===== src/rtl/keyboard_char_fifo_decoder_pkg.sv =====
// Shared scancode/ASCII constants and decoder state type for the keyboard character path.
// Latency: none (constants and types only).
// Backpressure: not applicable.
package keyboard_char_fifo_decoder_pkg;

    // Framing bytes
    localparam logic [7:0] ScanCode_Break  = 8'hF0;
    localparam logic [7:0] ScanCode_Ext    = 8'hE0;

    // Modifier and control make codes
    localparam logic [7:0] ScanCode_ShiftL = 8'h12;
    localparam logic [7:0] ScanCode_ShiftR = 8'h59;
    localparam logic [7:0] ScanCode_Caps   = 8'h58;
    localparam logic [7:0] ScanCode_Space  = 8'h29;
    localparam logic [7:0] ScanCode_Bksp   = 8'h66;
    localparam logic [7:0] ScanCode_Enter  = 8'h5A;

    // Letter make codes a..z
    localparam logic [7:0] ScanCode_A = 8'h1C, ScanCode_B = 8'h32, ScanCode_C = 8'h21;
    localparam logic [7:0] ScanCode_D = 8'h23, ScanCode_E = 8'h24, ScanCode_F = 8'h2B;
    localparam logic [7:0] ScanCode_G = 8'h34, ScanCode_H = 8'h33, ScanCode_I = 8'h43;
    localparam logic [7:0] ScanCode_J = 8'h3B, ScanCode_K = 8'h42, ScanCode_L = 8'h4B;
    localparam logic [7:0] ScanCode_M = 8'h3A, ScanCode_N = 8'h31, ScanCode_O = 8'h44;
    localparam logic [7:0] ScanCode_P = 8'h4D, ScanCode_Q = 8'h15, ScanCode_R = 8'h2D;
    localparam logic [7:0] ScanCode_S = 8'h1B, ScanCode_T = 8'h2C, ScanCode_U = 8'h3C;
    localparam logic [7:0] ScanCode_V = 8'h2A, ScanCode_W = 8'h1D, ScanCode_X = 8'h22;
    localparam logic [7:0] ScanCode_Y = 8'h35, ScanCode_Z = 8'h1A;

    // Top-row digit make codes 0..9
    localparam logic [7:0] ScanCode_0 = 8'h45, ScanCode_1 = 8'h16, ScanCode_2 = 8'h1E;
    localparam logic [7:0] ScanCode_3 = 8'h26, ScanCode_4 = 8'h25, ScanCode_5 = 8'h2E;
    localparam logic [7:0] ScanCode_6 = 8'h36, ScanCode_7 = 8'h3D, ScanCode_8 = 8'h3E;
    localparam logic [7:0] ScanCode_9 = 8'h46;

    // Keypad digit make codes 0..9
    localparam logic [7:0] ScanCode_Kp0 = 8'h70, ScanCode_Kp1 = 8'h69, ScanCode_Kp2 = 8'h72;
    localparam logic [7:0] ScanCode_Kp3 = 8'h7A, ScanCode_Kp4 = 8'h6B, ScanCode_Kp5 = 8'h73;
    localparam logic [7:0] ScanCode_Kp6 = 8'h74, ScanCode_Kp7 = 8'h6C, ScanCode_Kp8 = 8'h75;
    localparam logic [7:0] ScanCode_Kp9 = 8'h7D;

    // ASCII constants
    localparam logic [7:0] ASCII_LOWER_A = 8'h61;
    localparam logic [7:0] ASCII_UPPER_A = 8'h41;
    localparam logic [7:0] ASCII_ZERO    = 8'h30;
    localparam logic [7:0] ASCII_SPACE   = 8'h20;
    localparam logic [7:0] ASCII_BS      = 8'h08;
    localparam logic [7:0] ASCII_CR      = 8'h0D;

    // Scancode framing state
    typedef enum logic [1:0] {
        ST_IDLE    = 2'd0,
        ST_BRK     = 2'd1,
        ST_EXT     = 2'd2,
        ST_EXT_BRK = 2'd3
    } kbd_state_t;

endpackage


===== src/rtl/keyboard_char_lut.sv =====
// Scancode + case select -> {hit, ascii}; letters honour upper, digits/keypad/control ignore it.
// Latency: combinational.
// Backpressure: not applicable.
module keyboard_char_lut
    import keyboard_char_fifo_decoder_pkg::*;
(
    input  logic [7:0] code,
    input  logic       upper,
    output logic       hit,
    output logic [7:0] ascii
);

    logic       is_letter;
    logic       is_digit;
    logic [7:0] idx;

    // Classify the code and find its offset within its character range
    always_comb begin
        is_letter = 1'b1;
        is_digit  = 1'b0;
        idx       = 8'd0;
        case (code)
            ScanCode_A: idx = 8'd0;   ScanCode_B: idx = 8'd1;   ScanCode_C: idx = 8'd2;
            ScanCode_D: idx = 8'd3;   ScanCode_E: idx = 8'd4;   ScanCode_F: idx = 8'd5;
            ScanCode_G: idx = 8'd6;   ScanCode_H: idx = 8'd7;   ScanCode_I: idx = 8'd8;
            ScanCode_J: idx = 8'd9;   ScanCode_K: idx = 8'd10;  ScanCode_L: idx = 8'd11;
            ScanCode_M: idx = 8'd12;  ScanCode_N: idx = 8'd13;  ScanCode_O: idx = 8'd14;
            ScanCode_P: idx = 8'd15;  ScanCode_Q: idx = 8'd16;  ScanCode_R: idx = 8'd17;
            ScanCode_S: idx = 8'd18;  ScanCode_T: idx = 8'd19;  ScanCode_U: idx = 8'd20;
            ScanCode_V: idx = 8'd21;  ScanCode_W: idx = 8'd22;  ScanCode_X: idx = 8'd23;
            ScanCode_Y: idx = 8'd24;  ScanCode_Z: idx = 8'd25;
            default: begin
                is_letter = 1'b0;
                is_digit  = 1'b1;
                case (code)
                    ScanCode_0, ScanCode_Kp0: idx = 8'd0;
                    ScanCode_1, ScanCode_Kp1: idx = 8'd1;
                    ScanCode_2, ScanCode_Kp2: idx = 8'd2;
                    ScanCode_3, ScanCode_Kp3: idx = 8'd3;
                    ScanCode_4, ScanCode_Kp4: idx = 8'd4;
                    ScanCode_5, ScanCode_Kp5: idx = 8'd5;
                    ScanCode_6, ScanCode_Kp6: idx = 8'd6;
                    ScanCode_7, ScanCode_Kp7: idx = 8'd7;
                    ScanCode_8, ScanCode_Kp8: idx = 8'd8;
                    ScanCode_9, ScanCode_Kp9: idx = 8'd9;
                    default:                  is_digit = 1'b0;
                endcase
            end
        endcase
    end

    // Build the ASCII value; anything not recognised reports a miss
    always_comb begin
        hit   = 1'b1;
        ascii = 8'h00;
        if (is_letter)
            ascii = (upper ? ASCII_UPPER_A : ASCII_LOWER_A) + idx;
        else if (is_digit)
            ascii = ASCII_ZERO + idx;
        else begin
            case (code)
                ScanCode_Space: ascii = ASCII_SPACE;
                ScanCode_Bksp:  ascii = ASCII_BS;
                ScanCode_Enter: ascii = ASCII_CR;
                default:        hit   = 1'b0;
            endcase
        end
    end

endmodule


===== src/rtl/keyboard_char_fifo_decoder.sv =====
// PS/2 set-2 scancode framing/shift tracker feeding a show-ahead character FIFO. Option: CAPS_LOCK_EN.
// Latency: byte sampled at a clock edge is visible in the FIFO (char_valid) right after that edge.
// Backpressure: scancodes never stalled; char_ready pops the head; a push into a full FIFO is dropped with overflow.
module keyboard_char_fifo_decoder
    import keyboard_char_fifo_decoder_pkg::*;
#(
    parameter int FIFO_DEPTH = 8,
    parameter int CHAR_W     = 8
) (
    input  logic                          clk,
    input  logic                          rst,
    input  logic [7:0]                    sc_data,
    input  logic                          sc_valid,
    output logic [CHAR_W-1:0]             char_data,
    output logic                          char_valid,
    input  logic                          char_ready,
    output logic [$clog2(FIFO_DEPTH):0]   fifo_count,
    output logic                          overflow,
    output logic                          shift_held
);

    localparam int AW = $clog2(FIFO_DEPTH);
    localparam logic [AW:0] FULL_CNT = (AW+1)'(FIFO_DEPTH);

    kbd_state_t        state;
    logic              upper;
    logic              lut_hit;
    logic [7:0]        lut_ascii;
    logic              is_brk, is_ext, is_shift;
    logic              push_req, do_push, do_pop, full, empty;
    logic [CHAR_W-1:0] push_dat;
    logic [CHAR_W-1:0] mem [FIFO_DEPTH];
    logic [AW-1:0]     wr_ptr, rd_ptr, rd_nxt;

`ifdef CAPS_LOCK_EN
    logic caps;
    assign upper = shift_held ^ caps;
`else
    assign upper = shift_held;
`endif

    keyboard_char_lut u_lut (
        .code  (sc_data),
        .upper (upper),
        .hit   (lut_hit),
        .ascii (lut_ascii)
    );

    assign is_brk   = (sc_data == ScanCode_Break);
    assign is_ext   = (sc_data == ScanCode_Ext);
    assign is_shift = (sc_data == ScanCode_ShiftL) || (sc_data == ScanCode_ShiftR);
    assign push_dat = CHAR_W'(lut_ascii);

    // Decide whether this byte completes a make code that produces a character
    always_comb begin
        push_req = 1'b0;
        if (sc_valid && !is_brk && !is_ext) begin
            case (state)
                ST_IDLE: push_req = lut_hit;
                ST_EXT:  push_req = (sc_data == ScanCode_Enter);
                default: push_req = 1'b0;
            endcase
        end
    end

    // Framing FSM with shift/caps tracking; prefixes always restart framing
    always_ff @(posedge clk) begin
        if (rst) begin
            state      <= ST_IDLE;
            shift_held <= 1'b0;
`ifdef CAPS_LOCK_EN
            caps       <= 1'b0;
`endif
        end else if (sc_valid) begin
            if (is_brk)
                state <= (state == ST_EXT) ? ST_EXT_BRK : ST_BRK;
            else if (is_ext)
                state <= ST_EXT;
            else begin
                case (state)
                    ST_IDLE: begin
                        if (is_shift)
                            shift_held <= 1'b1;
`ifdef CAPS_LOCK_EN
                        if (sc_data == ScanCode_Caps)
                            caps <= ~caps;
`endif
                    end
                    ST_BRK: begin
                        if (is_shift)
                            shift_held <= 1'b0;
                    end
                    default: ;
                endcase
                state <= ST_IDLE;
            end
        end
    end

    assign full       = (fifo_count == FULL_CNT);
    assign empty      = (fifo_count == '0);
    assign char_valid = !empty;
    assign do_pop     = char_ready && !empty;
    assign do_push    = push_req && (!full || do_pop);
    assign rd_nxt     = rd_ptr + AW'(1);

    // Storage write; pointers carry the meaning so contents need no reset
    always_ff @(posedge clk) begin
        if (do_push)
            mem[wr_ptr] <= push_dat;
    end

    // FIFO pointers, occupancy, registered show-ahead head and overflow pulse
    always_ff @(posedge clk) begin
        if (rst) begin
            wr_ptr     <= '0;
            rd_ptr     <= '0;
            fifo_count <= '0;
            char_data  <= '0;
            overflow   <= 1'b0;
        end else begin
            overflow <= push_req && full && !do_pop;
            if (do_push)
                wr_ptr <= wr_ptr + AW'(1);
            if (do_pop)
                rd_ptr <= rd_nxt;
            case ({do_push, do_pop})
                2'b10:   fifo_count <= fifo_count + 1'b1;
                2'b01:   fifo_count <= fifo_count - 1'b1;
                default: ;
            endcase
            // Head follows the entry that will sit at rd_ptr; holds when the FIFO drains
            if (empty && do_push)
                char_data <= push_dat;
            else if (do_pop && fifo_count > (AW+1)'(1))
                char_data <= mem[rd_nxt];
            else if (do_pop && do_push)
                char_data <= push_dat;
        end
    end

endmodule


===== config.mk =====
export PLATFORM = sky130hd
export DESIGN_NAME = keyboard_char_fifo_decoder
export DESIGN_NICKNAME = d
export VERILOG_FILES = /design/src/rtl/keyboard_char_fifo_decoder_pkg.sv /design/src/rtl/keyboard_char_lut.sv /design/src/rtl/keyboard_char_fifo_decoder.sv
export SDC_FILE = /design/constraint.sdc
export NUM_CORES = 1
export LEC_CHECK = 0
export ABC_AREA = 1
export CAP_MARGIN = 30
export CORE_MARGIN = 3
export CORE_UTILIZATION = 56
export CTS_BUF_LIST = sky130_fd_sc_hd__clkbuf_2 sky130_fd_sc_hd__clkbuf_4 sky130_fd_sc_hd__clkbuf_8
export CTS_CLUSTER_DIAMETER = 30
export CTS_CLUSTER_SIZE = 14
export DETAILED_ROUTE_END_ITERATION = 7
export PLACE_DENSITY = 0.79
export SYNTH_ARGS = -nofsm -noshare
export SYNTH_HDL_FRONTEND = slang
export SYNTH_SLANG_ARGS = --single-unit

===== constraint.sdc =====
create_clock -name clk -period 3.2 [get_ports clk]
set_input_delay 0.8 -clock clk [delete_from_list [all_inputs] [get_ports clk]]
set_output_delay 0.8 -clock clk [all_outputs]
set_load 0.02 [all_outputs]

==> flow_metrics.py, run 1 <==
metrics = {
    "outcome": {
        "outcome": "complete, no violations",
    },
    "place": {
        "post_dp_cell_area_um2": 5460,
        "hpwl_um": 8890,
        "port_buffers": 26,
        "place_ws_ns": -0.307,
        "dp_cells": 751,
        "gp_congestion": 1.01,
    },
    "cts": {
        "htreeDepth": 3,
        "cts_tree": "yes",
        "clockBufferDepth": 2,
        "clock-sinks": 86,
        "cts_buffers": 9,
        "clock_latency_ns": 0.37,
        "cts-resized-gates": 0,
        "root_buffer": "clkbuf_8",
        "clkTransAtPathRegs_ns": 0.10,
        "hold_buffers": 0,
        "post_cts_buffers": 0,
    },
    "synth": {
        "ys_warn_count": 0,
        "ys_seq_area_share_pct": 51.9,
        "syn_area_per_cell_um2": 8.16,
        "synth_area_um2": 4550,
        "synth.largest_area_cell": "edfxtp_1",
        "synth_seq_cells": 86,
        "postSynthCellCount": 558,
        "netlist.area_leader.share_pct": 42.2,
        "yosys-top-cells-area": "edfxtp_1 (42%), dfxtp_1 (9.7%), nand2_1 (9.6%)",
        "ys_types": 35,
    },
    "worst_setup_path": {
        "worst-r2r-setup-slack_ns": 0.83,
        "arrival_ns": 3.10,
        "worstPathRequired_ns": 3.27,
        "critPathKind": "input port to flip-flop",
        "startpoint_type": "input port",
        "path_max_fanout": 8,
        "cp-end-kind": "flip-flop",
    },
    "sta": {
        "relSlewSlack_pct": 39.0,
        "min_period_ns": 3.03,
        "postLayoutSetupSlackWorst_ns": 0.173,
        "finalHoldViolCount": 0,
        "fin_worst_skew_ns": 0.0154,
        "worst_slew_pin_slew_ns": 0.914,
        "grt_setup_unrepaired": "true",
        "finalCritPeriodShare_pct": 94.6,
        "slew_violations": 0,
        "max_freq_mhz": 330,
        "setup_tns_ns": 0,
        "setup_violations": 0,
    },
    "power_and_ir_drop": {
        "ir_worst_vdd_v": 0.000481,
        "leakagePower_nw": 2.42,
        "p_per_area_nw_per_um2": 620,
    },
    "global_routing": {
        "grt_pass1_wl_um": 18900,
        "grt_pass1_vias": 4019,
        "overflow": 0,
        "antenna_found_initial": 0,
        "grt_usage_pct": 27.0,
        "grt_start_max_net_pins": 35,
    },
    "layout": {
        "final_cells": 767,
        "finish.utilization_pct": 72.9,
        "syn_to_final_growth_pct": 25.0,
        "fill_cells": 590,
        "final_cell_mix": "nand2_1 (117), nor2_1 (111), buf_4 (74)",
        "fin_nets": 678,
        "post-route-cell-area_um2": 5690,
        "drive_gt1_share_pct": 18.2,
        "final_common_cell": "nand2_1",
        "antenna_cells": 0,
    },
    "die": {
        "ioPinCount": 27,
        "die_w_um": 96.2,
        "die_area_um2": 9250,
        "start_util_pct": 58.3,
        "num_rows": 32,
        "die_h_um": 96.2,
        "core_um2": 7810,
    },
    "drt": {
        "via_per_inst": 5.41,
        "ant_nets": 0,
        "drt_pass1_iterations": 5,
        "avgRoutedWirePerCell_um": 15.4,
        "route.detailed.drc": 0,
        "initialDrtViolationCount": 242,
        "routed_wl_um": 11800,
        "via_count": 4149,
    },
    "hold_path": {
        "worstHoldPathType": "flip-flop to flip-flop",
    },
    "run": {
        "maxCapViolCount": 0,
    },
}
cell usage after synthesis (all sizes together):
cell type / n
a22oi: 1
nand4: 13
nor3b: 1
inv: 55
clkbuf: 16
dfxtp: 22
nand2: 121
nand3b: 1
o221ai: 7
o22ai: 8
a21oi: 14
nor4: 1
or2: 2
xor2: 4
ha: 6
o211ai: 3
nor3: 12
edfxtp: 64
nor2: 122
a31oi: 2
o21ai: 57
nand3: 22
conb: 1
xnor2: 1
a211oi: 2
path summary, 6_finish.rpt:
check                                    from           end  cells after the start
worst min-delay path                wr_ptr[0]     wr_ptr[0]                      2
worst max register to register  fifo_count[0]  char_data[2]                     13
worst max-delay path               sc_data[1]     mem[4][4]                     14
worst min register to register      wr_ptr[0]     wr_ptr[0]                      2
metrics by stage:
step	total power (W)	hold slack [ns]
2_1_floorplan	0.00224	0.471
6_report	0.00353	0.516
3_3_place_gp	0.00270	0.486
4_1_cts	0.00352	0.511
3_5_place_dp	0.00277	0.495
5_1_grt	0.00374	0.536
logic make-up after synthesis:
group	Yosys count	synth area share, %
xor+xnor	5	0.962
fa+ha+maj	6	1.65
compound gates	94	11.8
flops	86	51.9
simple gates	295	27.8
other cells	1	0.0824
buf+inv	71	5.85
layer usage:
metal	share of wire (%)	GRT usage, %	vias to the layer above
met5	0	0	-
met4	2.6	10.7	0
met3	6.3	6.33	36
met2	51	48.5	147
met1	40	30.8	1896
li1	-	-	2070
registers in the layout, indices dropped and copies added (netlist names):
register and flops:
overflow 1, rd_ptr 3, fifo_count 4, mem 64, wr_ptr 3, char_data 8
shift_held 1, state 2
power breakdown:
part	switching [W]	total (W)	internal, W
registers	0.0000640	0.00135	0.00128
logic	0.000898	0.00142	0.000523
clock network	0.000454	0.000761	0.000307
final cells by class:
cell class              instances  area (um^2)  share of cell area, %
clock inverters                 7         75.1                   1.32
flip-flops and latches         86         2360                   41.5
well taps                     102          128                   2.24
repair buffers                100          816                   14.3
multi-input cells             408         1980                   34.8
clock buffers                   9          124                   2.18
inverters                      55          206                   3.63
worst max-delay path, stage by stage:
cell,delay [ns]
clkdlybuf4s50_1,0.54
buf_4,0.14
nand2_1,0.13
nor2_1,0.23
nand2_1,0.08
nand2_1,0.08
nor2_1,0.06
nand3_1,0.17
nor2_4,0.07
nand4_4,0.08
nand3_2,0.08
or2_4,0.27
nor3_1,0.15
buf_4,0.22
Note: power is estimated with default switching activity, not from simulation.
==> run 2, diff against run 1 <==
--- a/config.mk
+++ b/config.mk
@@ -8,12 +8,11 @@
 export ABC_AREA = 1
 export CAP_MARGIN = 30
 export CORE_MARGIN = 3
-export CORE_UTILIZATION = 56
+export CORE_UTILIZATION = 35
 export CTS_BUF_LIST = sky130_fd_sc_hd__clkbuf_2 sky130_fd_sc_hd__clkbuf_4 sky130_fd_sc_hd__clkbuf_8
 export CTS_CLUSTER_DIAMETER = 30
 export CTS_CLUSTER_SIZE = 14
 export DETAILED_ROUTE_END_ITERATION = 7
-export PLACE_DENSITY = 0.79
 export SYNTH_ARGS = -nofsm -noshare
 export SYNTH_HDL_FRONTEND = slang
 export SYNTH_SLANG_ARGS = --single-unit
==> constraint.sdc (replaced) <==
create_clock -name clk -period 2.5 [get_ports clk]
set_input_delay 0.625 -clock clk [delete_from_list [all_inputs] [get_ports clk]]
set_output_delay 0.625 -clock clk [all_outputs]
set_load 0.02 [all_outputs]
==> flow_metrics.py, run 2 (synthesis gave the netlist of run 1 again) <==
metrics = {
    "cts": {
        "htreeDepth": 3,
        "clkTransAtPathRegs_ns": 0.08,
        "hold_buffers": 0,
        "cts_tree": "yes",
        "clock-sinks": 86,
        "root_buffer": "clkbuf_8",
        "clock_latency_ns": 0.36,
        "clockBufferDepth": 2,
        "cts_buffers": 9,
    },
    "global_routing": {
        "grt_pass1_wl_um": 19900,
        "overflow": 0,
        "grt_usage_pct": 17.4,
        "grt_pass1_vias": 4023,
        "grt_start_max_net_pins": 35,
        "antenna_found_initial": 0,
    },
    "sta": {
        "setup_violations": 16,
        "finalCritPeriodShare_pct": 101,
        "grt_setup_unrepaired": "true",
        "postLayoutSetupSlackWorst_ns": -0.0225,
        "relSlewSlack_pct": 61.9,
        "hold_slack_ns": 0.516,
        "min_period_ns": 2.52,
        "slew_violations": 0,
        "setup_tns_ns": -0.215,
        "max_freq_mhz": 396,
        "finalHoldViolCount": 0,
        "worst_slew_pin_slew_ns": 0.572,
        "fin_worst_skew_ns": 0.00960,
    },
    "drt": {
        "via_count": 4177,
        "ant_nets": 0,
        "initialDrtViolationCount": 281,
        "routed_wl_um": 12500,
        "drt_pass1_iterations": 5,
        "route.detailed.drc": 0,
        "via_per_inst": 4.87,
        "avgRoutedWirePerCell_um": 14.6,
    },
    "power_and_ir_drop": {
        "leakagePower_nw": 2.69,
        "p_int_w": 0.00300,
        "p_seq_share_pct": 36.1,
        "sw_frac_of_total_pct": 36.7,
        "ir_worst_vdd_v": 0.000344,
        "pwr-share-clk_pct": 23.7,
        "pwr-share-comb_pct": 40.3,
        "power.net_switching_w": 0.00174,
        "p_per_area_nw_per_um2": 732,
    },
    "worst_setup_path": {
        "slowest_delay_ns": 0.29,
        "critPathKind": "input port to flip-flop",
        "cp_num_buf_inv": 6,
        "cp_top_family": "simple AND/OR/NAND/NOR gates",
        "arrival_ns": 2.60,
        "startpoint_type": "input port",
        "cp_slowest_cell": "or2_4",
        "cp_cell_sequence": "buf_4 > inv_4 > nand2_1 > nor2_4 > buf_4 > o21ai_2 > nand2_1 > nor2_2 > nand2_1 > nor2_4 > nand4_4 > nand3_4 > buf_6 > or2_4 > buf_4 > nor2_4 > buf_12",
        "cp-end-kind": "flip-flop",
        "path_max_fanout": 8,
        "worstPathRequired_ns": 2.58,
    },
    "layout": {
        "final_common_cell": "nand2_1",
        "regMostFlops": "mem",
        "largest_reg_flops": 64,
        "regArea_um2": 2360,
        "final_cells": 858,
        "fin_nets": 699,
        "multiInputGateArea_um2": 2350,
        "antenna_cells": 0,
        "post-route-cell-area_um2": 6470,
        "drive_gt1_share_pct": 32.8,
        "syn_to_final_growth_pct": 42.1,
        "largest_registers": "mem (64), char_data (8), fifo_count (4)",
        "fill_cells": 1213,
        "final_cell_mix": "nand2_1 (88), buf_4 (87), nor2_1 (84)",
    },
    "place": {
        "post_dp_cell_area_um2": 5780,
        "hpwl_um": 8970,
        "port_buffers": 26,
        "gp_congestion": 0.933,
        "dp_cells": 826,
    },
    "die": {
        "start_util_pct": 35.9,
        "die_area_um2": 14400,
        "num_rows": 41,
        "core_um2": 12700,
        "die_w_um": 120,
        "die_h_um": 120,
        "ioPinCount": 27,
    },
    "run": {
        "maxCapViolCount": 0,
    },
    "outcome": {
        "violations": "setup timing",
        "outcome": "finished, violations left",
    },
    "hold_path": {
        "worstHoldPathType": "flip-flop to flip-flop",
    },
}
[run 2: changes by cell type in the layout (fill, tap and decap cells not counted), sizes merged]
cell	change
clkinv	-2
clkbuf	+3
dlymetal6s2s	+1
clkdlybuf4s50	-9
buf	+27
bufinv	+2
inv	-1
[run 2: worst reg2reg max path, delay by kind of cell, from the launching register on]
family	cells	cell delay, ns
and+or+nand+nor	2	0.18
adders and majority gates	1	0.34
DFF	1	0.34
AOI/OAI and AO/OA	4	0.74
buffers and inverters	1	0.44
[run 2: power by group through the flow]
stage	combinational (W)	clock, W	sequential (W)
2_1_floorplan	0.00106	0	0.00183
3_3_place_gp	0.00181	0	0.00173
3_5_place_dp	0.00183	0	0.00174
4_1_cts	0.00185	0.00114	0.00171
5_1_grt	0.00213	0.00120	0.00172
6_report	0.00190	0.00112	0.00171
[run 2: area by class of cell]
class                           count  share of cell area, %
Tap cell                          172                   3.33
Sequential cell                    86                   36.5
Clock inverter                      6                   1.43
Multi-Input combinational cell    408                   36.4
Timing Repair Buffer              121                   16.8
Clock buffer                       10                   2.13
Inverter                           55                   3.39
[run 2: repair_timing]
item | CTS | global route
resized for setup | 68 | 76
pin swaps | 14 | 32
endpoints found under the setup margin | 127 | 79
gates cloned | 0 | 0
buffers inserted | 6 | 10
[run 2: final timing paths]
| path | slack (ns) | cells after the start | end | start |
|---|---|---|---|---|
| max | -0.02 | 17 | mem[0][4] | sc_data[2] |
| min | 0.52 | 2 | wr_ptr[0] | wr_ptr[0] |
| max reg2reg | 0.41 | 8 | char_data[1] | rd_ptr[0] |
| min reg2reg | 0.52 | 2 | wr_ptr[0] | wr_ptr[0] |
[run 2: stage by stage]
| step | power, W | util, % | setup WS (ns) |
|---|---|---|---|
| after floorplan | 0.00289 | - | 0.000502 |
| after global placement | 0.00354 | 45.6 | -1.01 |
| after detailed placement | 0.00357 | 45.6 | -1.09 |
| after CTS | 0.00470 | 48.8 | 0.00377 |
| after global routing | 0.00505 | 51.0 | -0.115 |
| final | 0.00473 | 51.0 | -0.0225 |
[run 2: layer usage]
layer / vias to the layer above / part of all wire [%] / track usage [%]
met1: 1946 / 44 / 22.9
li1: 2120 / - / -
met5: - / 0 / 0
met3: 21 / 3.9 / 3.30
met2: 90 / 51 / 29.4
met4: 0 / 1.8 / 4.65
==> run 3, diff against run 2 <==
--- a/config.mk
+++ b/config.mk
@@ -6,7 +6,8 @@
 export NUM_CORES = 1
 export LEC_CHECK = 0
 export ABC_AREA = 1
-export CAP_MARGIN = 30
+export CAP_MARGIN = 0
+export CORE_ASPECT_RATIO = 1.4
 export CORE_MARGIN = 3
 export CORE_UTILIZATION = 35
 export CTS_BUF_LIST = sky130_fd_sc_hd__clkbuf_2 sky130_fd_sc_hd__clkbuf_4 sky130_fd_sc_hd__clkbuf_8
==> flow_metrics.py, run 3 (synthesis gave the netlist of run 1 again) <==
metrics = {
    "die": {
        "die_w_um": 102,
        "start_util_pct": 36.3,
        "core_um2": 12600,
        "die_h_um": 141,
        "die_area_um2": 14400,
        "num_rows": 48,
        "ioPinCount": 27,
    },
    "cts": {
        "cts_tree": "yes",
        "clock-sinks": 86,
        "cts_buffers": 9,
        "hold_buffers": 0,
        "htreeDepth": 3,
        "clock_latency_ns": 0.35,
        "clockBufferDepth": 2,
        "root_buffer": "clkbuf_8",
        "clkTransAtPathRegs_ns": 0.08,
    },
    "sta": {
        "max_freq_mhz": 394,
        "finalHoldViolCount": 0,
        "worst_slew_pin_slew_ns": 0.659,
        "postLayoutSetupSlackWorst_ns": -0.0351,
        "grt_setup_unrepaired": "true",
        "finalCritPeriodShare_pct": 101,
        "fin_worst_skew_ns": 0.00916,
        "min_period_ns": 2.54,
        "slew_violations": 0,
        "relSlewSlack_pct": 56.0,
        "setup_violations": 8,
    },
    "worst_setup_path": {
        "cp_common_cell": "nor2_1",
        "startpoint_type": "input port",
        "cp_cell_sequence": "buf_2 > inv_2 > nor2_4 > nand2_4 > nor2_1 > nor2_1 > nand2_1 > nor2_1 > nand2_2 > nor2_4 > nand4_4 > nand3_4 > buf_6 > or2_4 > nor3_4 > buf_12",
        "arrival_ns": 2.60,
        "critPathKind": "input port to flip-flop",
        "path_max_fanout": 8,
        "cp-end-kind": "flip-flop",
        "worstPathRequired_ns": 2.56,
        "cp_slowest_cell": "or2_4",
        "slowest_delay_ns": 0.29,
    },
    "place": {
        "port_buffers": 26,
        "gp_congestion": 0.938,
        "hpwl_um": 9530,
        "dp_cells": 809,
    },
    "power_and_ir_drop": {
        "finalPower_w": 0.00464,
        "sw_frac_of_total_pct": 37.4,
        "power.net_switching_w": 0.00174,
        "leakagePower_nw": 2.68,
        "pwr-share-comb_pct": 42.8,
        "pwr-share-clk_pct": 20.5,
        "p_seq_share_pct": 36.8,
        "p_int_w": 0.00290,
        "p_per_area_nw_per_um2": 725,
        "ir_worst_vdd_v": 0.000374,
    },
    "layout": {
        "final_cell_mix": "buf_4 (90), nor2_1 (88), nand2_1 (84)",
        "final_common_cell": "buf_4",
        "drive_gt1_share_pct": 32.9,
        "largest_reg_flops": 64,
        "fin_nets": 703,
        "finish.utilization_pct": 51.0,
        "largest_registers": "mem (64), char_data (8), fifo_count (4)",
        "antenna_cells": 0,
        "final_cells": 840,
        "regMostFlops": "mem",
        "syn_to_final_growth_pct": 40.6,
    },
    "drt": {
        "via_count": 4231,
        "routed_wl_um": 12700,
        "via_per_inst": 5.04,
        "drt_pass1_iterations": 5,
        "initialDrtViolationCount": 179,
        "avgRoutedWirePerCell_um": 15.1,
        "route.detailed.drc": 0,
        "ant_nets": 0,
    },
    "global_routing": {
        "grt_pass1_wl_um": 20500,
        "overflow": 0,
        "antenna_found_initial": 0,
        "grt_start_max_net_pins": 35,
        "grt_pass1_vias": 4235,
        "grt_usage_pct": 18.4,
    },
    "outcome": {
        "outcome": "finished, violations left",
        "violations": "setup timing",
    },
    "hold_path": {
        "worstHoldPathType": "flip-flop to flip-flop",
    },
    "run": {
        "maxCapViolCount": 0,
    },
}
==> run 3: cell types whose count changed in the layout (fill, tap and decap cells not counted), sizes merged <==
cell,delta
buf,+6
bufinv,-1
clkbuf,-2
clkinv,+1
clkinvlp,+1
inv,-1
==> run 3: power by group through the flow <==
stage / Sequential [W] / Clock [W] / Combinational, W
floorplan: 0.00183 / 0 / 0.00106
global placement: 0.00173 / 0 / 0.00188
detailed placement: 0.00174 / 0 / 0.00191
CTS: 0.00171 / 0.000969 / 0.00195
global route: 0.00172 / 0.00102 / 0.00221
finish: 0.00171 / 0.000949 / 0.00198
==> run 3: final timing paths <==
kind	start	endpoint	slack, ns	cells after the start
worst max-delay path	sc_data[1]	mem[2][6]	-0.04	16
worst min-delay path	shift_held	shift_held	0.52	2
worst max register to register	fifo_count[0]	char_data[5]	0.37	12
worst min register to register	shift_held	shift_held	0.52	2
==> run 3: timing repair <==
action,in CTS,in global routing
setup buffers,5,10
gates resized for setup,73,66
pin swaps,20,32
hold endpoints to repair,0,0
setup endpoints to repair,128,98
==> run 3: per-layer routing <==
layer	vias up	global-route usage, %	share of wire, %
met2	99	33.3	55
li1	2123	-	-
met3	31	2.72	3.0
met5	-	0	0
met1	1978	20.2	38
met4	0	9.61	4.1
==> run 3: worst max-delay path, delay by kind of cell <==
family / cells / cell delay, ns
buffers and inverters: 4 / 0.54
and+or+nand+nor: 12 / 1.43
==> run 3: cell type report <==
type / count / area [um^2]
multi-input cells: 408 / 2340
flip-flops and latches: 86 / 2360
inverters: 55 / 221
repair buffers: 125 / 1100
fillers: 1185 / 6150
clock buffers: 10 / 131
clock inverters: 6 / 61.3
well taps: 150 / 188
==> run 3: through the flow <==
step                      setup WS (ns)  instance area, um^2  hold WS (ns)  setup TNS, ns
final                           -0.0351                 6400         0.515         -0.234
after global routing             -0.143                 6400         0.553          -3.50
after CTS                       0.00115                 6110         0.523              0
after detailed placement          -1.04                 5790         0.500        -104.44
after global placement            -1.02                 5790         0.500        -101.35
after floorplan                0.000502                 4720         0.475              0
